[config.mk]
export PLATFORM = sky130hd
export DESIGN_NAME = eth_tx_frame_packer
export DESIGN_NICKNAME = d
export VERILOG_FILES = /design/src/rtl/eth_tx_frame_packer.sv
export SDC_FILE = /design/constraint.sdc
export NUM_CORES = 1
export LEC_CHECK = 0
export CAP_MARGIN = 40
export CORE_UTILIZATION = 45
export DETAILED_ROUTE_END_ITERATION = 8
export PLACE_DENSITY = 0.88
export SLEW_MARGIN = 40
export SYNTH_ARGS = -nofsm -noshare
export SYNTH_HDL_FRONTEND = slang
export SYNTH_SLANG_ARGS = --single-unit
[constraint.sdc]
create_clock -name clk_i -period 3.85 [get_ports clk_i]
set_input_delay 0.77 -clock clk_i [delete_from_list [all_inputs] [get_ports clk_i]]
set_output_delay 0.77 -clock clk_i [all_outputs]
set_load 0.02 [all_outputs]
[src/rtl/eth_tx_frame_packer.sv]
// Packs the MMIO transmit word stream (length header + data words) into AXI-Stream
// beats for the MAC TX FIFO, generating tkeep/tlast and the exported TX state.
module eth_tx_frame_packer #(
    parameter int axis_data_width_p = 64,
    parameter int len_width_p       = 11,
    parameter int max_len_p         = 1522
) (
    input  logic                           clk_i,
    input  logic                           reset_n_i,
    input  logic [axis_data_width_p-1:0]   frame_data_i,
    input  logic                           frame_data_v_i,
    output logic                           frame_data_yumi_o,
    output logic [axis_data_width_p-1:0]   tx_axis_tdata_o,
    output logic [axis_data_width_p/8-1:0] tx_axis_tkeep_o,
    output logic                           tx_axis_tvalid_o,
    input  logic                           tx_axis_tready_i,
    output logic                           tx_axis_tlast_o,
    output logic                           tx_axis_tuser_o,
    output logic [1:0]                     tx_ext_state_o,
    output logic                           frame_done_o,
    output logic                           err_len_o
);

    localparam int keep_w_lp  = axis_data_width_p / 8;
    localparam int tail_w_lp  = $clog2(keep_w_lp);
    localparam int beats_w_lp = len_width_p - tail_w_lp + 1;
    localparam logic [len_width_p:0] max_len_lp = (len_width_p + 1)'(max_len_p);

    typedef enum logic [1:0] {
        ST_IDLE  = 2'd0,
        ST_DATA  = 2'd1,
        ST_FLUSH = 2'd2
    } state_e;

    state_e                         state_q;
    logic [beats_w_lp-1:0]          beats_q;
    logic [tail_w_lp-1:0]           tail_q;
    logic [axis_data_width_p-1:0]   tdata_q;
    logic [keep_w_lp-1:0]           tkeep_q;
    logic                           tvalid_q;
    logic                           tlast_q;
    logic                           frame_done_q;
    logic                           err_len_q;

    logic [len_width_p-1:0]         hdr_len;
    logic                           hdr_bad;
    logic [beats_w_lp-1:0]          beats_d;
    logic                           handshake;
    logic                           accept;
    logic                           last_word;
    logic [keep_w_lp-1:0]           tail_keep_d;
    logic                           yumi_d;

    assign hdr_len   = frame_data_i[len_width_p-1:0];
    assign hdr_bad   = (hdr_len == '0) || ({1'b0, hdr_len} > max_len_lp);
    // ceil(L/8) without carrying unused low bits of an L+7 sum
    assign beats_d   = {1'b0, hdr_len[len_width_p-1:tail_w_lp]}
                     + beats_w_lp'(|hdr_len[tail_w_lp-1:0]);
    assign handshake = tvalid_q & tx_axis_tready_i;
    assign accept    = frame_data_v_i & (~tvalid_q | tx_axis_tready_i);
    assign last_word = (beats_q == beats_w_lp'(1));

    always_comb begin
        tail_keep_d = '1;
        if (tail_q != '0) begin
            tail_keep_d = (keep_w_lp'(1) << tail_q) - keep_w_lp'(1);
        end
    end

    always_comb begin
        yumi_d = 1'b0;
        case (state_q)
            ST_IDLE: yumi_d = frame_data_v_i;
            ST_DATA: yumi_d = accept;
            default: yumi_d = 1'b0;
        endcase
    end

    assign frame_data_yumi_o = yumi_d & reset_n_i;

    always_ff @(posedge clk_i or negedge reset_n_i) begin
        if (!reset_n_i) begin
            state_q      <= ST_IDLE;
            beats_q      <= '0;
            tail_q       <= '0;
            tdata_q      <= '0;
            tkeep_q      <= '0;
            tvalid_q     <= 1'b0;
            tlast_q      <= 1'b0;
            frame_done_q <= 1'b0;
            err_len_q    <= 1'b0;
        end else begin
            frame_done_q <= 1'b0;
            err_len_q    <= 1'b0;
            case (state_q)
                ST_IDLE: begin
                    if (frame_data_v_i) begin
                        if (hdr_bad) begin
                            err_len_q <= 1'b1;
                        end else begin
                            beats_q <= beats_d;
                            tail_q  <= hdr_len[tail_w_lp-1:0];
                            state_q <= ST_DATA;
                        end
                    end
                end
                ST_DATA: begin
                    if (accept) begin
                        tdata_q  <= frame_data_i;
                        tvalid_q <= 1'b1;
                        tlast_q  <= last_word;
                        tkeep_q  <= last_word ? tail_keep_d : '1;
                        if (last_word) begin
                            state_q <= ST_FLUSH;
                        end else begin
                            beats_q <= beats_q - beats_w_lp'(1);
                        end
                    end else if (handshake) begin
                        tvalid_q <= 1'b0;
                        tlast_q  <= 1'b0;
                        tkeep_q  <= '0;
                    end
                end
                ST_FLUSH: begin
                    // final beat held until the MAC takes it; no header is taken meanwhile
                    if (handshake) begin
                        tvalid_q     <= 1'b0;
                        tlast_q      <= 1'b0;
                        tkeep_q      <= '0;
                        frame_done_q <= 1'b1;
                        state_q      <= ST_IDLE;
                    end
                end
                default: state_q <= ST_IDLE;
            endcase
        end
    end

    assign tx_axis_tdata_o  = tdata_q;
    assign tx_axis_tkeep_o  = tkeep_q;
    assign tx_axis_tvalid_o = tvalid_q;
    assign tx_axis_tlast_o  = tlast_q;
    assign tx_axis_tuser_o  = 1'b0;
    assign tx_ext_state_o   = state_q;
    assign frame_done_o     = frame_done_q;
    assign err_len_o        = err_len_q;

endmodule

==> results of run 1 <==
[power breakdown]
group | internal (W) | switching, W | total, W
clock | 0.000393 | 0.000351 | 0.000744
combinational | 0.00130 | 0.00122 | 0.00252
sequential | 0.00141 | 0.000299 | 0.00171
[how the worst max path moves through the flow]
stage,start,to,slack [ps]
global placement,tx_axis_tready_i,frame_data_yumi_o,510
finish,tx_axis_tready_i,frame_data_yumi_o,480
CTS,tx_ext_state_o[1],frame_data_yumi_o,510
floorplan,tx_axis_tready_i,frame_data_yumi_o,1090
detailed placement,tx_axis_tready_i,beats_q[5],540
global route,tx_ext_state_o[1],frame_data_yumi_o,320
[cell usage in the layout (no fill, tap or decap), types with 3 or more instances in the layout]
cell	netlist	final
clkdlybuf4s50_1	0	145
dfrtp_1	90	90
mux2_2	67	67
nand2_1	26	26
inv_1	10	10
clkbuf_8	2	10
o21ai_0	9	9
nand3_1	8	8
nor2_1	8	8
a31oi_1	7	7
ha_1	7	7
nor4_1	5	5
a22o_1	5	5
and3_1	4	4
a21oi_1	4	4
xor2_1	4	4
nand2b_1	3	3
nor3_1	3	3
o2bb2ai_1	3	3
o211a_1	3	3
buf_4	1	3
[cells by family (layout without fill, tap and decap cells)]
family | Yosys count | after routing | synth area share
flops | 90 | 90 | 0.5510
simple gates | 79 | 79 | 0.1090
compound gates | 45 | 45 | 0.08632
buf+inv | 23 | 175 | 0.02908
mux | 69 | 69 | 0.1895
xor+xnor | 6 | 6 | 0.01286
other cells | 1 | 1 | 0.0009174
fa+ha+maj | 7 | 7 | 0.02143
[per-layer routing]
metal,vias up,share of wire,GRT usage
met5,-,0,0
met2,120,0.50,0.3711
met1,1589,0.41,0.2542
met4,0,0.018,0.07014
met3,17,0.075,0.06331
li1,1463,-,-
[cells in the mapped netlist (2+ instances only)]
cell,n,area [um2]
nor3_1,3,15.01
o211a_1,3,30.03
or4_1,2,15.01
a21bo_2,2,20.02
nand2_1,26,97.59
nor3b_2,2,25.02
nand2b_1,3,18.77
buf_1,6,22.52
inv_1,10,37.54
nand4_1,2,12.51
xnor2_1,2,17.52
clkbuf_1,2,7.510
o2111ai_1,2,17.52
or3_1,2,12.51
dfrtp_1,90,2252
o21ai_0,9,45.04
mux2i_1,2,20.02
nor2_1,8,30.03
nor4_1,5,31.28
a31oi_1,7,43.79
mux2_2,67,754.5
clkbuf_8,2,27.53
ha_1,7,87.58
and4_1,2,17.52
and3_1,4,25.02
nand3_1,8,40.04
o2bb2ai_1,3,26.28
nor2b_1,2,12.51
xor2_1,4,35.03
a22o_1,5,43.79
a21oi_1,4,20.02
[critical path, cell delays in order]
cell and delay [ps]:
clkdlybuf4s50_1 530, nand2b_1 210, nand3_4 90, a21boi_0 320, clkdlybuf4s50_1 680
[metrics by stage]
stage	hold slack [ps]	std cells	area [um2]
floorplan	474.4	320	4088
global placement	460.9	564	5630
detailed placement	485.0	564	5630
CTS	506.6	580	5866
global route	529.1	580	5869
finish	502.5	580	5869
[flip-flops by register name (all words and copies together), names as in the netlist]
signal / count
beats_q: 9
err_len_o: 1
frame_done_o: 1
tail_q: 3
tx_axis_tdata_o: 64
tx_axis_tkeep_o: 8
tx_axis_tlast_o: 1
tx_axis_tvalid_o: 1
tx_ext_state_o: 2
[area by class of cell]
| class | instances | area, um2 | share of cell area |
|---|---|---|---|
| flip-flops and latches | 90 | 2252 | 0.3837 |
| repair buffers | 149 | 1485 | 0.2530 |
| clock buffers | 10 | 137.6 | 0.02345 |
| clock inverters | 6 | 97.59 | 0.01663 |
| well taps | 108 | 135.1 | 0.02302 |
| multi-input cells | 207 | 1724 | 0.2938 |
| inverters | 10 | 37.54 | 0.006395 |
==> impl_metrics.env, run 1 <==
export IMPL_ant_nets=0
export IMPL_synthToLayoutAreaGrowth_pct=43.59
export IMPL_dp_slack_ps=536.9
export IMPL_seq_area_frac_synth=0.5510
export IMPL_p_total_w=0.004967
export IMPL_hpwl_um=6989
export IMPL_cts_resized_gates=0
export IMPL_hp_class="primary input to asynchronous set/reset pin"
export IMPL_min_period_over_period=0.8751
export IMPL_cts_tree="done"
export IMPL_dieHeight_um=97.31
export IMPL_grt_max_degree=71
export IMPL_rrSetupSlack_ps=1350
export IMPL_drv_slew=0
export IMPL_rows=34
export IMPL_die_area_mm2=0.009469
export IMPL_setup_tns_ps=0
export IMPL_grt_usage=0.2137
export IMPL_clk_pin_slew_worst_paths_ps=90
export IMPL_die_w_um=97.31
export IMPL_cts_buffers_inserted=9
export IMPL_vdd_drop_max_mv=0.4784
export IMPL_tightest_slew_ps=655.1
export IMPL_grt_pass1_vias=3375
export IMPL_grt_first_pass_wirelength_um=16210
export IMPL_cts_root_buf="clkbuf_8"
export IMPL_rsz0062_at_grt="no"
export IMPL_syn_inst=320
export IMPL_antenna_found_initial=0
export IMPL_h_tree_depth=3
export IMPL_outcome="complete, no violations"
export IMPL_cts_sinks=90
export IMPL_cp_end_kind="output pin"
export IMPL_vias=3189
export IMPL_p_leak_nw=2.465
export IMPL_layout_setup_ws_ps=480.7
export IMPL_utilization=0.6698
export IMPL_core_area_mm2=0.008763
export IMPL_crit_type="primary input to output pin"
export IMPL_worstPathArrival_ps=2600
export IMPL_fmax_ghz=0.2968
export IMPL_nNetsFinal=542
export IMPL_avgSynthCellArea_um2=12.77
export IMPL_clk_path_buf_depth=2
export IMPL_crit_path_max_fanout=4
export IMPL_hold_buffers=0
export IMPL_wl_um=9662
export IMPL_grt_overflow=0
export IMPL_dr_pass1_iters=4
export IMPL_syn_nets=395
export IMPL_fillers=658
export IMPL_hold_violations=0
export IMPL_ys_ff_latch=90
export IMPL_dr_first_iter_drc_count=93
export IMPL_rr_endpoint="beats_q[5]"
export IMPL_r2r_start="tx_ext_state_o[1]"
export IMPL_synthDistinctLibCells=55
export IMPL_post_cts_buffers=0
export IMPL_synth_edff_count=0
export IMPL_relSlewSlack=0.5633
export IMPL_async_flop_share=1.000
export IMPL_skew_ps=11.26
export IMPL_port_buffer_count=146
export IMPL_ios=148
export IMPL_drc=0
export IMPL_start_util=0.4664
export IMPL_yosys_warnings=0
export IMPL_vias_per_cell=5.498
export IMPL_syn_area_mm2=0.004088
export IMPL_drive_above_1_share=0.2119
export IMPL_worstPathRequired_ps=3080
export IMPL_post_route_min_period_ps=3369
export IMPL_p_per_area_mw_per_mm2=846.3
export IMPL_setup_violations=0
export IMPL_rr_worst_depth=7
export IMPL_synthFlopType="dfrtp_1"
export IMPL_start_kind="primary input"
export IMPL_routabilityCongestion=0.8497
export IMPL_cap_violations=0
export IMPL_antenna_cells=0
export IMPL_routedWlPerCell_um=16.66
export IMPL_insertion_delay_ps=350
Power figures use the tool's default switching activity.
==> run 2, diff against run 1 <==
--- a/config.mk
+++ b/config.mk
@@ -5,7 +5,6 @@
 export SDC_FILE = /design/constraint.sdc
 export NUM_CORES = 1
 export LEC_CHECK = 0
-export CAP_MARGIN = 40
 export CORE_UTILIZATION = 45
 export DETAILED_ROUTE_END_ITERATION = 8
 export PLACE_DENSITY = 0.88
==> results of run 2 <==
Same layout as run 1: the final DEF is identical, and so are final timing and power.
==> run 3, diff against run 2 <==
--- a/config.mk
+++ b/config.mk
@@ -5,9 +5,10 @@
 export SDC_FILE = /design/constraint.sdc
 export NUM_CORES = 1
 export LEC_CHECK = 0
-export CORE_UTILIZATION = 45
+export ABC_AREA = 1
+export CORE_UTILIZATION = 49
 export DETAILED_ROUTE_END_ITERATION = 8
-export PLACE_DENSITY = 0.88
+export PLACE_DENSITY = 0.93
 export SLEW_MARGIN = 40
 export SYNTH_ARGS = -nofsm -noshare
 export SYNTH_HDL_FRONTEND = slang
==> impl_metrics.env, run 3 <==
export IMPL_outcome="complete, no violations"
export IMPL_synthToLayoutAreaGrowth_pct=40.16
export IMPL_start_kind="primary input"
export IMPL_grt_overflow=0
export IMPL_cp_end_kind="output pin"
export IMPL_clk_path_buf_depth=2
export IMPL_syn_inst=425
export IMPL_largest_reg_flops=64
export IMPL_worst_path_most_repeated_cell="clkdlybuf4s50_1"
export IMPL_pwr_share_clk=0.114
export IMPL_hp_class="flop to flop"
export IMPL_holdWs_ps=487.3
export IMPL_grt_use_met1=0.2953
export IMPL_syn_nets=500
export IMPL_wl_um=10210
export IMPL_die_w_um=94.61
export IMPL_nNetsFinal=646
export IMPL_hold_buffers=0
export IMPL_final_common_cell="clkdlybuf4s50_1"
export IMPL_yosysTopAreaCellShare=0.5359
export IMPL_insertion_delay_ps=350
export IMPL_synth_edff_count=0
export IMPL_synth_top_area_cell="dfrtp_1"
export IMPL_rsz0062_at_grt="no"
export IMPL_port_buffer_count=146
export IMPL_ant_nets=0
export IMPL_ys_top_cells_by_count="nand2_1 (112), dfrtp_1 (90), mux2_2 (45)"
export IMPL_synthFlopType="dfrtp_1"
export IMPL_crit_type="primary input to output pin"
export IMPL_routedWlPerCell_um=15.01
export IMPL_crit_path_max_fanout=3
export IMPL_antenna_found_initial=0
export IMPL_vias=3553
export IMPL_combPwrFrac=0.540
export IMPL_rows=33
export IMPL_dieHeight_um=94.61
export IMPL_vdd_drop_max_mv=0.4600
export IMPL_die_area_mm2=0.008951
export IMPL_drv_slew=0
export IMPL_h_tree_depth=3
export IMPL_hold_violations=0
export IMPL_min_period_over_period=0.8239
export IMPL_grt_max_degree=75
export IMPL_fillers=621
export IMPL_drc=0
export IMPL_start_util=0.5089
export IMPL_cts_sinks=90
export IMPL_internal_power_w=0.002867
export IMPL_core_area_mm2=0.008258
export IMPL_worstPathRequired_ps=3080
export IMPL_post_cts_buffers=0
export IMPL_synth_top_cells_by_area="dfrtp_1 (54%), mux2_2 (12%), nand2_1 (10%)"
export IMPL_worstPathArrival_ps=2400
export IMPL_hpwl_um=7660
export IMPL_relSlewSlack=0.5947
export IMPL_drive_above_1_share=0.1235
export IMPL_grt_usage=0.2433
export IMPL_p_switching_w=0.001974
export IMPL_synth_most_common_cell="nand2_1"
export IMPL_dr_pass1_iters=4
export IMPL_fmax_ghz=0.3152
export IMPL_swShare=0.4077
export IMPL_routabilityCongestion=0.8488
export IMPL_antenna_cells=0
export IMPL_dr_first_iter_drc_count=199
export IMPL_skew_ps=11.66
export IMPL_setup_tns_ps=0
export IMPL_synthDistinctLibCells=29
export IMPL_grt_first_pass_wirelength_um=16760
export IMPL_cp_cell_sequence="clkdlybuf4s50_1, o21ai_2, inv_2, nand2_2, a21boi_0, clkdlybuf4s50_1"
export IMPL_p_per_area_mw_per_mm2=821.9
export IMPL_async_flop_share=1.000
export IMPL_worst_path_buf_inv=3
export IMPL_seqCellArea_mm2=0.002252
export IMPL_path_delay_family="buffers and inverters"
export IMPL_busiest_layer="met2"
export IMPL_cap_violations=0
export IMPL_tightest_slew_ps=607.9
export IMPL_cts_root_buf="clkbuf_8"
export IMPL_avgSynthCellArea_um2=9.889
export IMPL_seq_area_frac_synth=0.5359
export IMPL_ios=148
export IMPL_grt_pass1_vias=3639
export IMPL_multiInputGateArea_mm2=0.001725
export IMPL_clk_pin_slew_worst_paths_ps=80
export IMPL_ys_ff_latch=90
export IMPL_use_met3=0.05556
export IMPL_mostFrequentLayoutCells="clkdlybuf4s50_1 (145), nand2_1 (111), dfrtp_1 (90)"
export IMPL_cts_buffers_inserted=9
export IMPL_setup_violations=0
export IMPL_pwr_share_seq=0.346
export IMPL_grt_use_met2=0.4245
export IMPL_cts_tree="done"
export IMPL_p_leak_nw=2.718
export IMPL_vias_per_cell=5.225
export IMPL_syn_area_mm2=0.004203
export IMPL_yosys_warnings=0
export IMPL_post_route_min_period_ps=3172
export IMPL_crit_path_max_incr_delay_ps=690
export IMPL_slowest_stage="clkdlybuf4s50_1"
export IMPL_cts_resized_gates=0
==> run 3: logic make-up after synthesis <==
logic type,share of synthesized area
simple gates,0.1864
flops,0.5359
mux,0.1447
buf+inv,0.05418
compound gates,0.05091
fa+ha+maj,0.02084
xor+xnor,0.006253
other cells,0.0008923
==> run 3: worst reg2reg max path, cell delays in order (launching register included) <==
cell      delay [ps]
dfrtp_1          400
inv_1             80
ha_1             350
inv_1            360
nand2_1          160
a21boi_4         360
nand3_4          190
nand2_1          110
nand2_1           60
==> run 3: worst paths after layout <==
path / startpoint / to / slack [ps] / cells past startpoint
max: frame_data_v_i / frame_data_yumi_o / 680 / 6
min: tx_axis_tdata_o[1] / tx_axis_tdata_o[1] / 490 / 2
max reg2reg: tx_ext_state_o[1] / beats_q[8] / 1660 / 8
min reg2reg: tx_axis_tdata_o[1] / tx_axis_tdata_o[1] / 490 / 2
max in group asynchronous: reset_n_i / beats_q[1] / 2350 / 3
min in group asynchronous: reset_n_i / tx_axis_tdata_o[36] / 500 / 2
==> run 3: power by group through the flow <==
stage               logic, W  clock network (W)  registers (W)
finish               0.00261           0.000552        0.00168
global route         0.00284           0.000601        0.00174
CTS                  0.00263           0.000569        0.00168
detailed placement   0.00263                  0        0.00169
global placement     0.00255                  0        0.00165
floorplan            0.00104                  0        0.00214
==> run 3: area by class of cell <==
| cell class | count | area share |
|---|---|---|
| Clock buffer | 11 | 0.02230 |
| Clock inverter | 4 | 0.005098 |
| Inverter | 36 | 0.02294 |
| Multi-Input combinational cell | 285 | 0.2929 |
| Sequential cell | 90 | 0.3823 |
| Tap cell | 105 | 0.02230 |
| Timing Repair Buffer | 149 | 0.2521 |
==> run 3: routing by layer <==
layer | wire (um) | part of all wire
met3 | 756 | 0.074
met1 | 4154 | 0.41
met5 | 0 | 0
met4 | 212 | 0.021
met2 | 5086 | 0.50
==> run 3: per-stage QoR <==
step           worst slack [ps]    util  power [W]  area, um2  cells
2_1_floorplan              1316       -   0.003171       4203    425
3_3_place_gp              690.0  0.6933   0.004206       5725    665
3_5_place_dp              702.2  0.6933   0.004321       5725    665
4_1_cts                   677.6  0.7129   0.004881       5887    680
5_1_grt                   572.8  0.7133   0.005178       5891    680
6_report                  677.8  0.7133   0.004841       5891    680
